`src/rtl/chip8_pkg.sv`:
```
`default_nettype none
// ============================================================================
//  Module      : chip8_pkg
//  Description : Shared widths and requester identifiers for the CHIP-8
//                memory subsystem.
//  Revision    : 1.0  initial release
// ============================================================================
package chip8_pkg;

    localparam int CHIP8_ADDR_W = 12;
    localparam int CHIP8_DATA_W = 8;

    // Requester identifier, also used as the read-return tag.
    typedef logic [1:0] req_id_t;

    localparam req_id_t REQ_NONE = 2'd0;
    localparam req_id_t REQ_CPU  = 2'd1;
    localparam req_id_t REQ_VID  = 2'd2;
    localparam req_id_t REQ_LDR  = 2'd3;

endpackage : chip8_pkg
`default_nettype wire

```
`src/rtl/chip8_rr_pick.sv`:
```
`default_nettype none
// ============================================================================
//  Module      : chip8_rr_pick
//  Description : Two-way CPU/video round-robin picker with a bounded CPU lock.
//                The winner is purely combinational; the last-grant pointer
//                and lock counter advance only when hold_i is low (i.e. when
//                the loader is not taking the port this cycle).
//  Revision    : 1.0  initial release
// ============================================================================
module chip8_rr_pick
    import chip8_pkg::*;
#(
    parameter int LOCK_MAX = 8
) (
    input  logic    clk,
    input  logic    reset,
    input  logic    hold_i,
    input  logic    cpu_req_i,
    input  logic    vid_req_i,
    input  logic    cpu_lock_i,
    output req_id_t winner_o
);

    localparam int                CNT_W    = $clog2(LOCK_MAX + 1);
    localparam logic [CNT_W-1:0]  LOCK_LIM = CNT_W'(LOCK_MAX);

    logic             last_cpu_q, last_cpu_d;
    logic [CNT_W-1:0] cnt_q, cnt_d;
    logic             w_lock_ok;
    req_id_t          winner;

    // Winner selection: a live, unexhausted lock keeps the CPU; otherwise
    // the requester that was not granted last wins a conflict.
    always_comb begin
        w_lock_ok = cpu_lock_i && last_cpu_q && cpu_req_i && (cnt_q < LOCK_LIM);
        winner    = REQ_NONE;
        if (cpu_req_i && vid_req_i) begin
            winner = (w_lock_ok || !last_cpu_q) ? REQ_CPU : REQ_VID;
        end else if (cpu_req_i) begin
            winner = REQ_CPU;
        end else if (vid_req_i) begin
            winner = REQ_VID;
        end
    end

    assign winner_o = winner;

    // Next pointer/counter: frozen while the loader owns the port; the
    // counter saturates at the limit until a video grant or lock release.
    always_comb begin
        last_cpu_d = last_cpu_q;
        cnt_d      = cnt_q;
        if (!hold_i) begin
            if (winner == REQ_CPU) begin
                last_cpu_d = 1'b1;
            end else if (winner == REQ_VID) begin
                last_cpu_d = 1'b0;
            end
            if (!cpu_lock_i || (winner == REQ_VID)) begin
                cnt_d = '0;
            end else if ((winner == REQ_CPU) && w_lock_ok) begin
                cnt_d = cnt_q + CNT_W'(1);
            end
        end
    end

    // Pointer and counter registers; after reset the CPU counts as last.
    always_ff @(posedge clk) begin
        if (reset) begin
            last_cpu_q <= 1'b1;
            cnt_q      <= '0;
        end else begin
            last_cpu_q <= last_cpu_d;
            cnt_q      <= cnt_d;
        end
    end

endmodule : chip8_rr_pick
`default_nettype wire

```
`src/rtl/chip8_mem_arbiter.sv`:
```
`default_nettype none
// ============================================================================
//  Module      : chip8_mem_arbiter
//  Description : Single-port CHIP-8 RAM arbiter for loader (write-only, top
//                priority), CPU (read/write) and video (read-only). Grants are
//                combinational, the RAM port is registered one cycle after the
//                grant and read data is routed back two cycles after the grant
//                using a two-stage tag pipeline.
//  Revision    : 1.0  initial release
// ============================================================================
module chip8_mem_arbiter
    import chip8_pkg::*;
#(
    parameter int ADDR_W   = CHIP8_ADDR_W,
    parameter int DATA_W   = CHIP8_DATA_W,
    parameter int LOCK_MAX = 8
) (
    input  logic              clk,
    input  logic              reset,
    input  logic              ldr_req,
    input  logic [ADDR_W-1:0] ldr_addr,
    input  logic [DATA_W-1:0] ldr_wdata,
    output logic              ldr_gnt,
    input  logic              cpu_req,
    input  logic              cpu_we,
    input  logic [ADDR_W-1:0] cpu_addr,
    input  logic [DATA_W-1:0] cpu_wdata,
    input  logic              cpu_lock,
    output logic              cpu_gnt,
    output logic              cpu_rvalid,
    output logic [DATA_W-1:0] cpu_rdata,
    input  logic              vid_req,
    input  logic [ADDR_W-1:0] vid_addr,
    output logic              vid_gnt,
    output logic              vid_rvalid,
    output logic [DATA_W-1:0] vid_rdata,
    output logic              mem_en,
    output logic              mem_we,
    output logic [ADDR_W-1:0] mem_addr,
    output logic [DATA_W-1:0] mem_wdata,
    input  logic [DATA_W-1:0] mem_rdata
);

    req_id_t           winner;

    logic              mem_en_q,    mem_en_d;
    logic              mem_we_q,    mem_we_d;
    logic [ADDR_W-1:0] mem_addr_q,  mem_addr_d;
    logic [DATA_W-1:0] mem_wdata_q, mem_wdata_d;
    req_id_t           tag1_q,      tag1_d;
    req_id_t           tag2_q;
    logic [DATA_W-1:0] cpu_rdata_q;
    logic [DATA_W-1:0] vid_rdata_q;

    chip8_rr_pick #(
        .LOCK_MAX (LOCK_MAX)
    ) u_rr_pick (
        .clk        (clk),
        .reset      (reset),
        .hold_i     (ldr_req),
        .cpu_req_i  (cpu_req),
        .vid_req_i  (vid_req),
        .cpu_lock_i (cpu_lock),
        .winner_o   (winner)
    );

    // Grants: the loader pre-empts everything, otherwise the picker decides.
    always_comb begin
        ldr_gnt = ldr_req;
        cpu_gnt = !ldr_req && (winner == REQ_CPU);
        vid_gnt = !ldr_req && (winner == REQ_VID);
    end

    // RAM port and read tag for next cycle; address/data hold when idle.
    always_comb begin
        mem_en_d    = 1'b0;
        mem_we_d    = 1'b0;
        mem_addr_d  = mem_addr_q;
        mem_wdata_d = mem_wdata_q;
        tag1_d      = REQ_NONE;
        if (ldr_gnt) begin
            mem_en_d    = 1'b1;
            mem_we_d    = 1'b1;
            mem_addr_d  = ldr_addr;
            mem_wdata_d = ldr_wdata;
        end else if (cpu_gnt) begin
            mem_en_d    = 1'b1;
            mem_we_d    = cpu_we;
            mem_addr_d  = cpu_addr;
            mem_wdata_d = cpu_wdata;
            tag1_d      = cpu_we ? REQ_NONE : REQ_CPU;
        end else if (vid_gnt) begin
            mem_en_d    = 1'b1;
            mem_addr_d  = vid_addr;
            tag1_d      = REQ_VID;
        end
    end

    // RAM port registers, tag pipeline and held read data.
    always_ff @(posedge clk) begin
        if (reset) begin
            mem_en_q    <= 1'b0;
            mem_we_q    <= 1'b0;
            mem_addr_q  <= '0;
            mem_wdata_q <= '0;
            tag1_q      <= REQ_NONE;
            tag2_q      <= REQ_NONE;
            cpu_rdata_q <= '0;
            vid_rdata_q <= '0;
        end else begin
            mem_en_q    <= mem_en_d;
            mem_we_q    <= mem_we_d;
            mem_addr_q  <= mem_addr_d;
            mem_wdata_q <= mem_wdata_d;
            tag1_q      <= tag1_d;
            tag2_q      <= tag1_q;
            if (cpu_rvalid) begin
                cpu_rdata_q <= mem_rdata;
            end
            if (vid_rvalid) begin
                vid_rdata_q <= mem_rdata;
            end
        end
    end

    // Return path: RAM data is live in the return cycle, then held.
    always_comb begin
        cpu_rvalid = (tag2_q == REQ_CPU);
        vid_rvalid = (tag2_q == REQ_VID);
        cpu_rdata  = cpu_rvalid ? mem_rdata : cpu_rdata_q;
        vid_rdata  = vid_rvalid ? mem_rdata : vid_rdata_q;
    end

    assign mem_en    = mem_en_q;
    assign mem_we    = mem_we_q;
    assign mem_addr  = mem_addr_q;
    assign mem_wdata = mem_wdata_q;

endmodule : chip8_mem_arbiter
`default_nettype wire
```
`config.mk`:
```
export PLATFORM = sky130hd
export DESIGN_NAME = chip8_mem_arbiter
export DESIGN_NICKNAME = d
export VERILOG_FILES = /design/src/rtl/chip8_pkg.sv /design/src/rtl/chip8_rr_pick.sv /design/src/rtl/chip8_mem_arbiter.sv
export SDC_FILE = /design/constraint.sdc
export NUM_CORES = 1
export LEC_CHECK = 0
export CAP_MARGIN = 5
export CORE_MARGIN = 2
export CORE_UTILIZATION = 43
export DETAILED_ROUTE_END_ITERATION = 12
export PLACE_DENSITY = 0.85
export RECOVER_POWER = 25
export SLEW_MARGIN = 10
export SYNTH_ARGS = -nofsm -noshare
export SYNTH_HDL_FRONTEND = slang
export SYNTH_SLANG_ARGS = --single-unit
```
`constraint.sdc`:
```
create_clock -name clk -period 3 [get_ports clk]
set_clock_uncertainty 0.2 [all_clocks]
set_input_delay 0.75 -clock clk [delete_from_list [all_inputs] [get_ports clk]]
set_output_delay 0.75 -clock clk [all_outputs]
set_load 0.01 [all_outputs]
```
### Word-level counts from Yosys, hierarchy flattened

Cells that the tools add are included.

| storage, ports and cells | value |
|---|---|
| register bits after elaboration | 47 |
| output and inout port bits | 43 |

| operators by class | value |
|---|---|
| add/sub/neg operators | 1 |
| order comparisons | 1 |
| equal/unequal tests | 4 |
| multiplexer cells | 23 |
| bitwise gates (word level) | 1 |
| reductions and logical operators | 19 |

Operator list:

| operator | number |
|---|---|
| $mux 12 | 3 |
| $mux 8 | 4 |
| $mux 2 | 6 |
| $mux 1 | 8 |
| $mux 4 | 2 |
| $logic_and 1x1->1 | 7 |
| $reduce_bool 2->1 | 3 |
| $add 4x1->4 const B | 1 |
| $eq 2x1->1 const B | 2 |
| $eq 2x2->1 const B | 2 |
| $lt 4x4->1 const B | 1 |
| $reduce_and 2->1 | 2 |
| $logic_not 1->1 | 3 |
| $reduce_bool 3->1 | 1 |
| $logic_or 1x1->1 | 2 |
| $reduce_or 2->1 | 1 |
| $not 1->1 | 1 |

### Depth between registers and ports, before layout

Gate-level depths: netlist (run 1).

| depth | value |
|---|---|
| word-level depth | 11 |
| depth in mapped cells | 5 |
| gate-level depth less buffers | 4 |

### Hierarchy

A second synthesis (run 1) with hierarchy kept.

| second synthesis, totals | value |
|---|---|
| cell total of the unflattened synthesis | 204 |
| area, all modules | 2224.6 um^2 |

Modules (own cells, without submodules):

| module | times used | cells an instance | area an instance (um^2) |
|---|---|---|---|
| chip8_mem_arbiter | 1 | 170 | 1923.1 |
| chip8_rr_pick | 1 | 34 | 301.5 |

### Worst setup path before layout (run 1)

Ideal clock, no wire load.

| path | value |
|---|---|
| path type | input to output |
| start point | in cpu_lock |
| end point | out cpu_gnt |
| arrival | 1390 ps |
| required time | 2050 ps |
| path slack | 660 ps |
| stages on the path | 3 |
| path buffers | 1 |
| cells stage by stage | nand2b_4 a311oi_4 buf_6 |

| between the ends | value |
|---|---|
| cells in the longest elaborated chain, start to end | 8 |

Ends and longest elaborated chain:

| item | line | text |
|---|---|---|
| start: declaration | chip8_mem_arbiter.sv:28 | `input logic cpu_lock,` |
| $logic_and 1x1->1 (3 in series) | chip8_rr_pick.sv:35 | `w_lock_ok = cpu_lock_i && last_cpu_q && cpu_req_i && (cnt_q < LOCK_LIM);` |
| $logic_or 1x1->1 | chip8_rr_pick.sv:38 | `winner = (w_lock_ok \|\| !last_cpu_q) ? REQ_CPU : REQ_VID;` |
| $mux 2 | chip8_rr_pick.sv:38 |  |
| $mux 2 | chip8_rr_pick.sv:37 | `if (cpu_req_i && vid_req_i) begin` |
| $eq 2x1->1 | chip8_mem_arbiter.sv:70 | `cpu_gnt = !ldr_req && (winner == REQ_CPU);` |
| $logic_and 1x1->1 | chip8_mem_arbiter.sv:70 |  |
| end: declaration | chip8_mem_arbiter.sv:29 | `output logic cpu_gnt,` |

Every way passes these cells.

### Worst setup path after layout (run 1)

Ends and elaborated chain as after synthesis.

==> key figures, run 1 <==
Finish
  – NumNets Final: 390
  – # fillers: 423
  – Diodes inserted: 0
  – Multi-input logic area: 1099 sq um
  – Layout cells sized above 1: 17.34%
  – Syn-to-layout area delta: 56.71%
  – Reg area: 940.9 sq um

Clock network
  – H-tree levels: 2
  – Clock sink count: 47
  – CTS Buf Count: 5
  – Max Root-Sink Buffers: 2
  – Clk Latency, worst-skew pair: 0.29 ns
  – CTS root buf: clkbuf_8
  – Clk slew on worst S/H paths: 0.09 ns
  – CTS tree: built
  – Post-CTS Setup Inserts: 0

Power
  – Seq pwr share: 44.1%
  – P_sw: 348.3 uW
  – Gate power share: 20.0%
  – Pleak: 0.001320 uW
  – Internal: 1168 uW
  – VDD IR max: 0.0003109 V
  – Sw Ratio: 22.97%
  – Clock Power Share: 35.9%
  – Pwr dens: 439.9 nW/um^2

Placement
  – Post-DP HPWL: 4.120 mm
  – Port-buffer cells: 109
  – DP Worst Slack: -0.2714 ns
  – GP Congestion: 0.8300

Timing
  – FMAX: 338.9 MHz
  – Final Slew Violations: 0
  – Setup violators final: 0
  – Slew headroom: 5.551%
  – Minimum clock period: 2.951 ns
  – Fin Setup TNS: 0 ns
  – Worst-Margin Slew: 1.417 ns
  – Final Cycle Share: 98.37%
  – RSZ-0062 raised after global routing: no
  – Worst setup margin: 0.04886 ns
  – Final hold viol count: 0

Global routing
  – Total GRT Usage: 19.15%
  – Wire length of the first global-routing pass: 8.355 mm
  – Largest net degree at the start of global routing: 45
  – Vias in the first global route: 1,879
  – GRT Residual Overflow: 0
  – Initial antenna violation count: 0

Floorplanning
  – Die X: 75.52 um
  – Num ports: 110
  – Initial Utilization: 43.91%
  – DIE HEIGHT: 75.52 um
  – Core area: 5010 sq um
  – Num rows: 26
  – Die area: 5703 sq um

Worst setup path
  – Crit path max fanout: 2
  – Critical Path RT: 2.05 ns
  – Crit end category: output port
  – WP data arrival: 2.00 ns
  – Startpoint Class: input port
  – Crit Path Class: in2out

Synth
  – Yosys top cell area share: 42.78%
  – Post-synth top area cell: dfxtp_1
  – Post-synth EDFFs: 0
  – Synthesis warning total: 0
  – Share of synthesized flip-flops with an asynchronous set or reset: 0%
  – Seq cells post-synth: 47
  – Post-synthesis cell area: 2200 sq um
  – Synth top cells by count: dfxtp_1 (47), nor2b_1 (20), nor2_1 (19), mux2_2 (16), a221oi_1 (13)
  – Unique cell type count in the Yosys netlist: 34
  – Share of the yosys chip area belonging to registers: 42.78%
  – Most frequent cell after synthesis: dfxtp_1
  – Top_reg_cell synth: dfxtp_1
  – Gate Count Post-Synth: 214
  – Synth area leaders: dfxtp_1 (43%), mux2_2 (8.2%), nor2b_1 (5.7%)
  – Syn avg cell area: 10.28 sq um
  – Mapped Nets: 282

Detailed routing
  – Wirelength per Cell: 14.18 um
  – DRT iter0 DRCs: 64
  – DR DRC count: 0
  – Total Wirelength: 5.573 mm
  – Total number of vias: 1,993
  – Vias per cell: 5.071
  – Antenna-violating nets left: 0
  – TritonRoute pass-1 iters: 4

Status
  – Status: finished clean

Min path
  – Min-delay worst type: reg2reg

Run
  – Max Cap Violations: 0
routing by layer:
layer	track usage [%]	share of wire (%)	routed length [um]
met2	32.85	49	2754
met5	0	0	0
met3	7.407	9.9	551
met4	6.043	0.93	52
met1	22.00	40	2215
final cells by class:
type                       instances  area share [%]
clock buffer                       5           1.996
clock inverter                     3           1.960
inverter                          10           1.089
multi-input combinational        139           31.87
sequential                        47           27.30
tap                               70           2.541
timing repair buffer             119           33.25
stage by stage:
stage               std cells  hold WS (ns)  area [sq um]  total power [uW]  util, %
finish                    393        0.2615          3447              1516    68.81
global route              393        0.2706          3447              1581    68.81
CTS                       393        0.2642          3455              1537    68.96
detailed placement        385        0.2447          3321             990.0    66.28
global placement          385        0.2226          3321             984.7    66.28
floorplan                 214        0.2138          2200             814.4        -
timing repair:
item,CTS,global route
setup endpoints to repair,2,1
gates resized for setup,2,1
hold buffers,0,0
power by group through the flow:
| stage | sequential, uW | clock, uW | combinational, uW |
|---|---|---|---|
| 5_1_grt | 673 | 580 | 327 |
| 3_5_place_dp | 684 | 0 | 306 |
| 2_1_floorplan | 694 | 0 | 121 |
| 6_report | 669 | 544 | 303 |
| 4_1_cts | 669 | 561 | 307 |
| 3_3_place_gp | 682 | 0 | 303 |
worst max-delay path: stages:
cell and delay, ns:
clkdlybuf4s50_1 0.52, nand2b_4 0.08, a311oi_4 0.35, clkdlybuf4s15_1 0.30
worst paths after layout:
path,end,start,slack (ns),cells after the start
worst max-delay path,cpu_gnt,cpu_lock,0.05,4
worst max register to register,mem_wdata[5],u_rr_pick.cnt_q[3],1.17,5
worst min-delay path,tag2_q[0],tag1_q[0],0.26,1
worst min register to register,tag2_q[0],tag1_q[0],0.26,1
cells in the final DEF, fill, tap and decap left out, types with 2 or more instances in the layout:
master / n
a211oi_2: 7
inv_1: 9
buf_4: 7
nor2_1: 19
dfxtp_1: 47
nand3b_1: 12
nand2_1: 11
a221oi_1: 13
mux2_2: 16
nor2b_1: 20
or3_1: 2
clkbuf_1: 3
a21oi_1: 11
clkbuf_8: 5
clkdlybuf4s50_1: 104
bufinv_16: 2
nand2b_1: 2
a221oi_2: 7
a211oi_1: 5
registers in the layout (all words and copies together), names as in the netlist:
register / flops
u_rr_pick.last_cpu_q: 1
mem_wdata: 8
u_rr_pick.cnt_q: 4
mem_en: 1
vid_rdata_q: 8
cpu_rdata_q: 8
tag2_q: 2
tag1_q: 2
mem_addr: 12
mem_we: 1
cells by family (layout without fill, tap and decap cells):
| logic type | Yosys count | in the layout | synth area share (%) |
|---|---|---|---|
| buf+inv | 28 | 137 | 7.281 |
| simple gates | 70 | 70 | 18.43 |
| flops | 47 | 47 | 42.78 |
| mux | 17 | 17 | 8.646 |
| xor+xnor | 2 | 2 | 0.7965 |
| compound gates | 49 | 49 | 21.50 |
| fa+ha+maj | 1 | 1 | 0.5687 |
(Power assumes the default switching activity.)
==> run 2: changes to the inputs <==
--- a/config.mk
+++ b/config.mk
@@ -9,6 +9,7 @@
 export CORE_MARGIN = 2
 export CORE_UTILIZATION = 43
 export DETAILED_ROUTE_END_ITERATION = 12
+export GPL_ROUTABILITY_DRIVEN = 0
 export PLACE_DENSITY = 0.85
 export RECOVER_POWER = 25
 export SLEW_MARGIN = 10
==> results of run 2 <==
Final layout, timing and power as in run 1 (identical DEF).
==> run 3: changes to the inputs <==
--- a/config.mk
+++ b/config.mk
@@ -6,12 +6,13 @@
 export NUM_CORES = 1
 export LEC_CHECK = 0
 export CAP_MARGIN = 5
-export CORE_MARGIN = 2
 export CORE_UTILIZATION = 43
+export CTS_BUF_LIST = sky130_fd_sc_hd__clkbuf_4 sky130_fd_sc_hd__clkbuf_8 sky130_fd_sc_hd__clkbuf_16
 export DETAILED_ROUTE_END_ITERATION = 12
 export GPL_ROUTABILITY_DRIVEN = 0
 export PLACE_DENSITY = 0.85
 export RECOVER_POWER = 25
+export REMOVE_ABC_BUFFERS = 1
 export SLEW_MARGIN = 10
 export SYNTH_ARGS = -nofsm -noshare
 export SYNTH_HDL_FRONTEND = slang
==> run 3 against run 2 <==
- fmax fell by 0.29%
- combinational power is essentially flat
- largest power group unchanged
- final area shrank 0.51%
- worst hold slack got worse by 0.022 ns
- sequential share of layout area up 0.14 points
- critical endpoint unchanged
==> key figures, run 3 (same netlist as run 1, synthesis figures left out) <==
Status
  – Status: finished clean (unchanged)

Detailed routing
  – Wirelength per Cell: 13.69 um (was 14.18 um)
  – DR DRC count: 0 (unchanged)
  – Total Wirelength: 5.368 mm (was 5.573 mm)
  – Total number of vias: 1,979 (was 1,993)
  – DRT iter0 DRCs: 58 (was 64)
  – TritonRoute pass-1 iters: 4 (unchanged)
  – Antenna-violating nets left: 0 (unchanged)
  – Vias per cell: 5.048 (was 5.071)

Worst setup path
  – Critical Path RT: 2.05 ns (about the same)
  – Crit path max fanout: 3 (was 2)
  – Crit end category: output port (unchanged)
  – WP data arrival: 2.01 ns (was 2.00 ns)
  – RR Endpoint: mem_wdata[7] (was mem_wdata[5])
  – Crit Path Class: in2out (unchanged)
  – R2R setup slack: 1.12 ns (was 1.17 ns)
  – Startpoint Class: input port (unchanged)
  – FF-to-FF Start: u_rr_pick.cnt_q[3] (unchanged)
  – Worst-case reg-to-reg path depth: 5 (unchanged)

Global routing
  – GRT Residual Overflow: 0 (unchanged)
  – Total GRT Usage: 20.32% (was 19.15%)
  – Largest net degree at the start of global routing: 29 (was 45)
  – Vias in the first global route: 1,942 (was 1,879)
  – Initial antenna violation count: 0 (unchanged)
  – Wire length of the first global-routing pass: 8.590 mm (was 8.355 mm)

Finish
  – # fillers: 401 (was 423)
  – Most frequent cells in the layout: clkdlybuf4s50_1 (105), dfxtp_1 (47), nor2b_1 (20) (was clkdlybuf4s50_1 (104), dfxtp_1 (47), nor2b_1 (20))
  – NumNets Final: 392 (was 390)
  – Diodes inserted: 0 (unchanged)
  – Multi-input logic area: 1099 sq um (unchanged)
  – Layout cells sized above 1: 17.23% (was 17.34%)
  – Largest register FFs: 12 (unchanged)
  – Reg area: 940.9 sq um (unchanged)
  – Syn-to-layout area delta: 55.92% (was 56.71%)
  – Core Util, Final: 71.19% (was 68.81%)
  – Finished Cell Area: 3430 sq um (was 3447 sq um)
  – Most common cell after layout, fill and taps aside: clkdlybuf4s50_1 (unchanged)

Placement
  – Total placed instance area: 3332 sq um (was 3321 sq um)
  – Post-DP HPWL: 4.024 mm (was 4.120 mm)
  – Port-buffer cells: 109 (unchanged)

Min path
  – Hold path cells: 1 (unchanged)
  – Hold EP: tag2_q[1] (was tag2_q[0])
  – Min-delay worst type: reg2reg (unchanged)
  – Hold Path Origin: tag1_q[1] (was tag1_q[0])

Floorplanning
  – Die X: 73.52 um (was 75.52 um)
  – Core area: 4817 sq um (was 5010 sq um)
  – Initial Utilization: 45.66% (was 43.91%)
  – Num ports: 110 (unchanged)
  – Die area: 5405 sq um (was 5703 sq um)
  – Num rows: 25 (was 26)
  – DIE HEIGHT: 73.52 um (was 75.52 um)

Timing
  – Final Slew Violations: 0 (unchanged)
  – Setup violators final: 0 (unchanged)
  – RSZ-0062 raised after global routing: no (unchanged)
  – Minimum clock period: 2.960 ns (was 2.951 ns)
  – Worst-Margin Slew: 1.146 ns (was 1.417 ns)
  – Slew headroom: 23.60% (was 5.551%)
  – FMAX: 337.9 MHz (was 338.9 MHz)
  – Final hold viol count: 0 (unchanged)
  – Final Cycle Share: 98.66% (was 98.37%)

Power
  – Sw Ratio: 23.99% (was 22.97%)
  – Pleak: 0.001324 uW (was 0.001320 uW)
  – Internal: 1085 uW (was 1168 uW)
  – Power Total: 1427 uW (was 1516 uW)
  – Pwr dens: 416.2 nW/um^2 (was 439.9 nW/um^2)
  – Seq pwr share: 46.9% (was 44.1%)
  – VDD IR max: 0.0002086 V (was 0.0003109 V)
  – Gate power share: 21.2% (was 20.0%)
  – P_sw: 342.4 uW (was 348.3 uW)
  – Clock Power Share: 31.9% (was 35.9%)

Clock network
  – CTS tree: built (unchanged)
  – CTS root buf: clkbuf_8 (unchanged)
  – H-tree levels: 2 (unchanged)
  – Clk slew on worst S/H paths: 0.09 ns (about the same)
  – Clk Latency, worst-skew pair: 0.29 ns (about the same)
  – CTS Buf Count: 5 (unchanged)
  – # hold bufs at CTS: 0 (unchanged)
  – Max Root-Sink Buffers: 2 (unchanged)
  – Clock sink count: 47 (unchanged)

Run
  – Max Cap Violations: 0 (unchanged)
-- run 3: power by group through the flow --
| stage | Combinational (uW) | Sequential (uW) | Clock, uW |
|---|---|---|---|
| after floorplan | 94.3 | 694 | 0 |
| after global placement | 303 | 682 | 0 |
| after detailed placement | 307 | 684 | 0 |
| after CTS | 307 | 669 | 470 |
| after global routing | 325 | 673 | 496 |
| final | 303 | 670 | 455 |
-- run 3: cell type report --
type | count | share of cell area [%]
Clock buffer | 5 | 2.007
Clock inverter | 3 | 1.277
Inverter | 10 | 1.094
Multi-Input combinational cell | 139 | 32.03
Sequential cell | 47 | 27.44
Tap cell | 67 | 2.444
Timing Repair Buffer | 121 | 33.71
-- run 3: layer usage --
layer | share of wire (%) | track usage, % | vias to the layer above
met1 | 42 | 23.62 | 925
met3 | 5.8 | 4.115 | 8
met4 | 1.3 | 7.265 | 0
met2 | 51 | 36.70 | 63
li1 | - | - | 983
met5 | 0 | 0 | -
-- run 3: critical path: stages --
cell and delay [ns]:
clkdlybuf4s50_1 0.54, nand2b_4 0.09, a311oi_4 0.31, dlygate4sd2_1 0.32
-- run 3: how the worst max path moves through the flow --
stage,from,cells past startpoint,to,slack (ns)
4_1_cts,cpu_lock,4,cpu_gnt,0.04
5_1_grt,cpu_lock,4,cpu_gnt,0.002
3_5_place_dp,cpu_lock,4,cpu_gnt,-0.25
3_3_place_gp,cpu_lock,4,cpu_gnt,-0.20
2_1_floorplan,cpu_lock,2,cpu_gnt,0.57
6_report,cpu_lock,4,cpu_gnt,0.04
-- run 3: through the flow --
stage	worst slack, ns	TNS, ns	instances	hold slack (ns)
final	0.04025	0	392	0.2391
after global routing	0.002392	0	392	0.2556
after CTS	0.03823	0	392	0.2403
after detailed placement	-0.2507	-0.3746	384	0.2308
after global placement	-0.2028	-0.2750	384	0.2156
after floorplan	0.5660	0	196	0.2138
-- run 3: what timing repair did --
action,4_1_cts,5_1_grt
setup endpoints to repair,2,0
buffers inserted,0,0
resized for setup,2,0
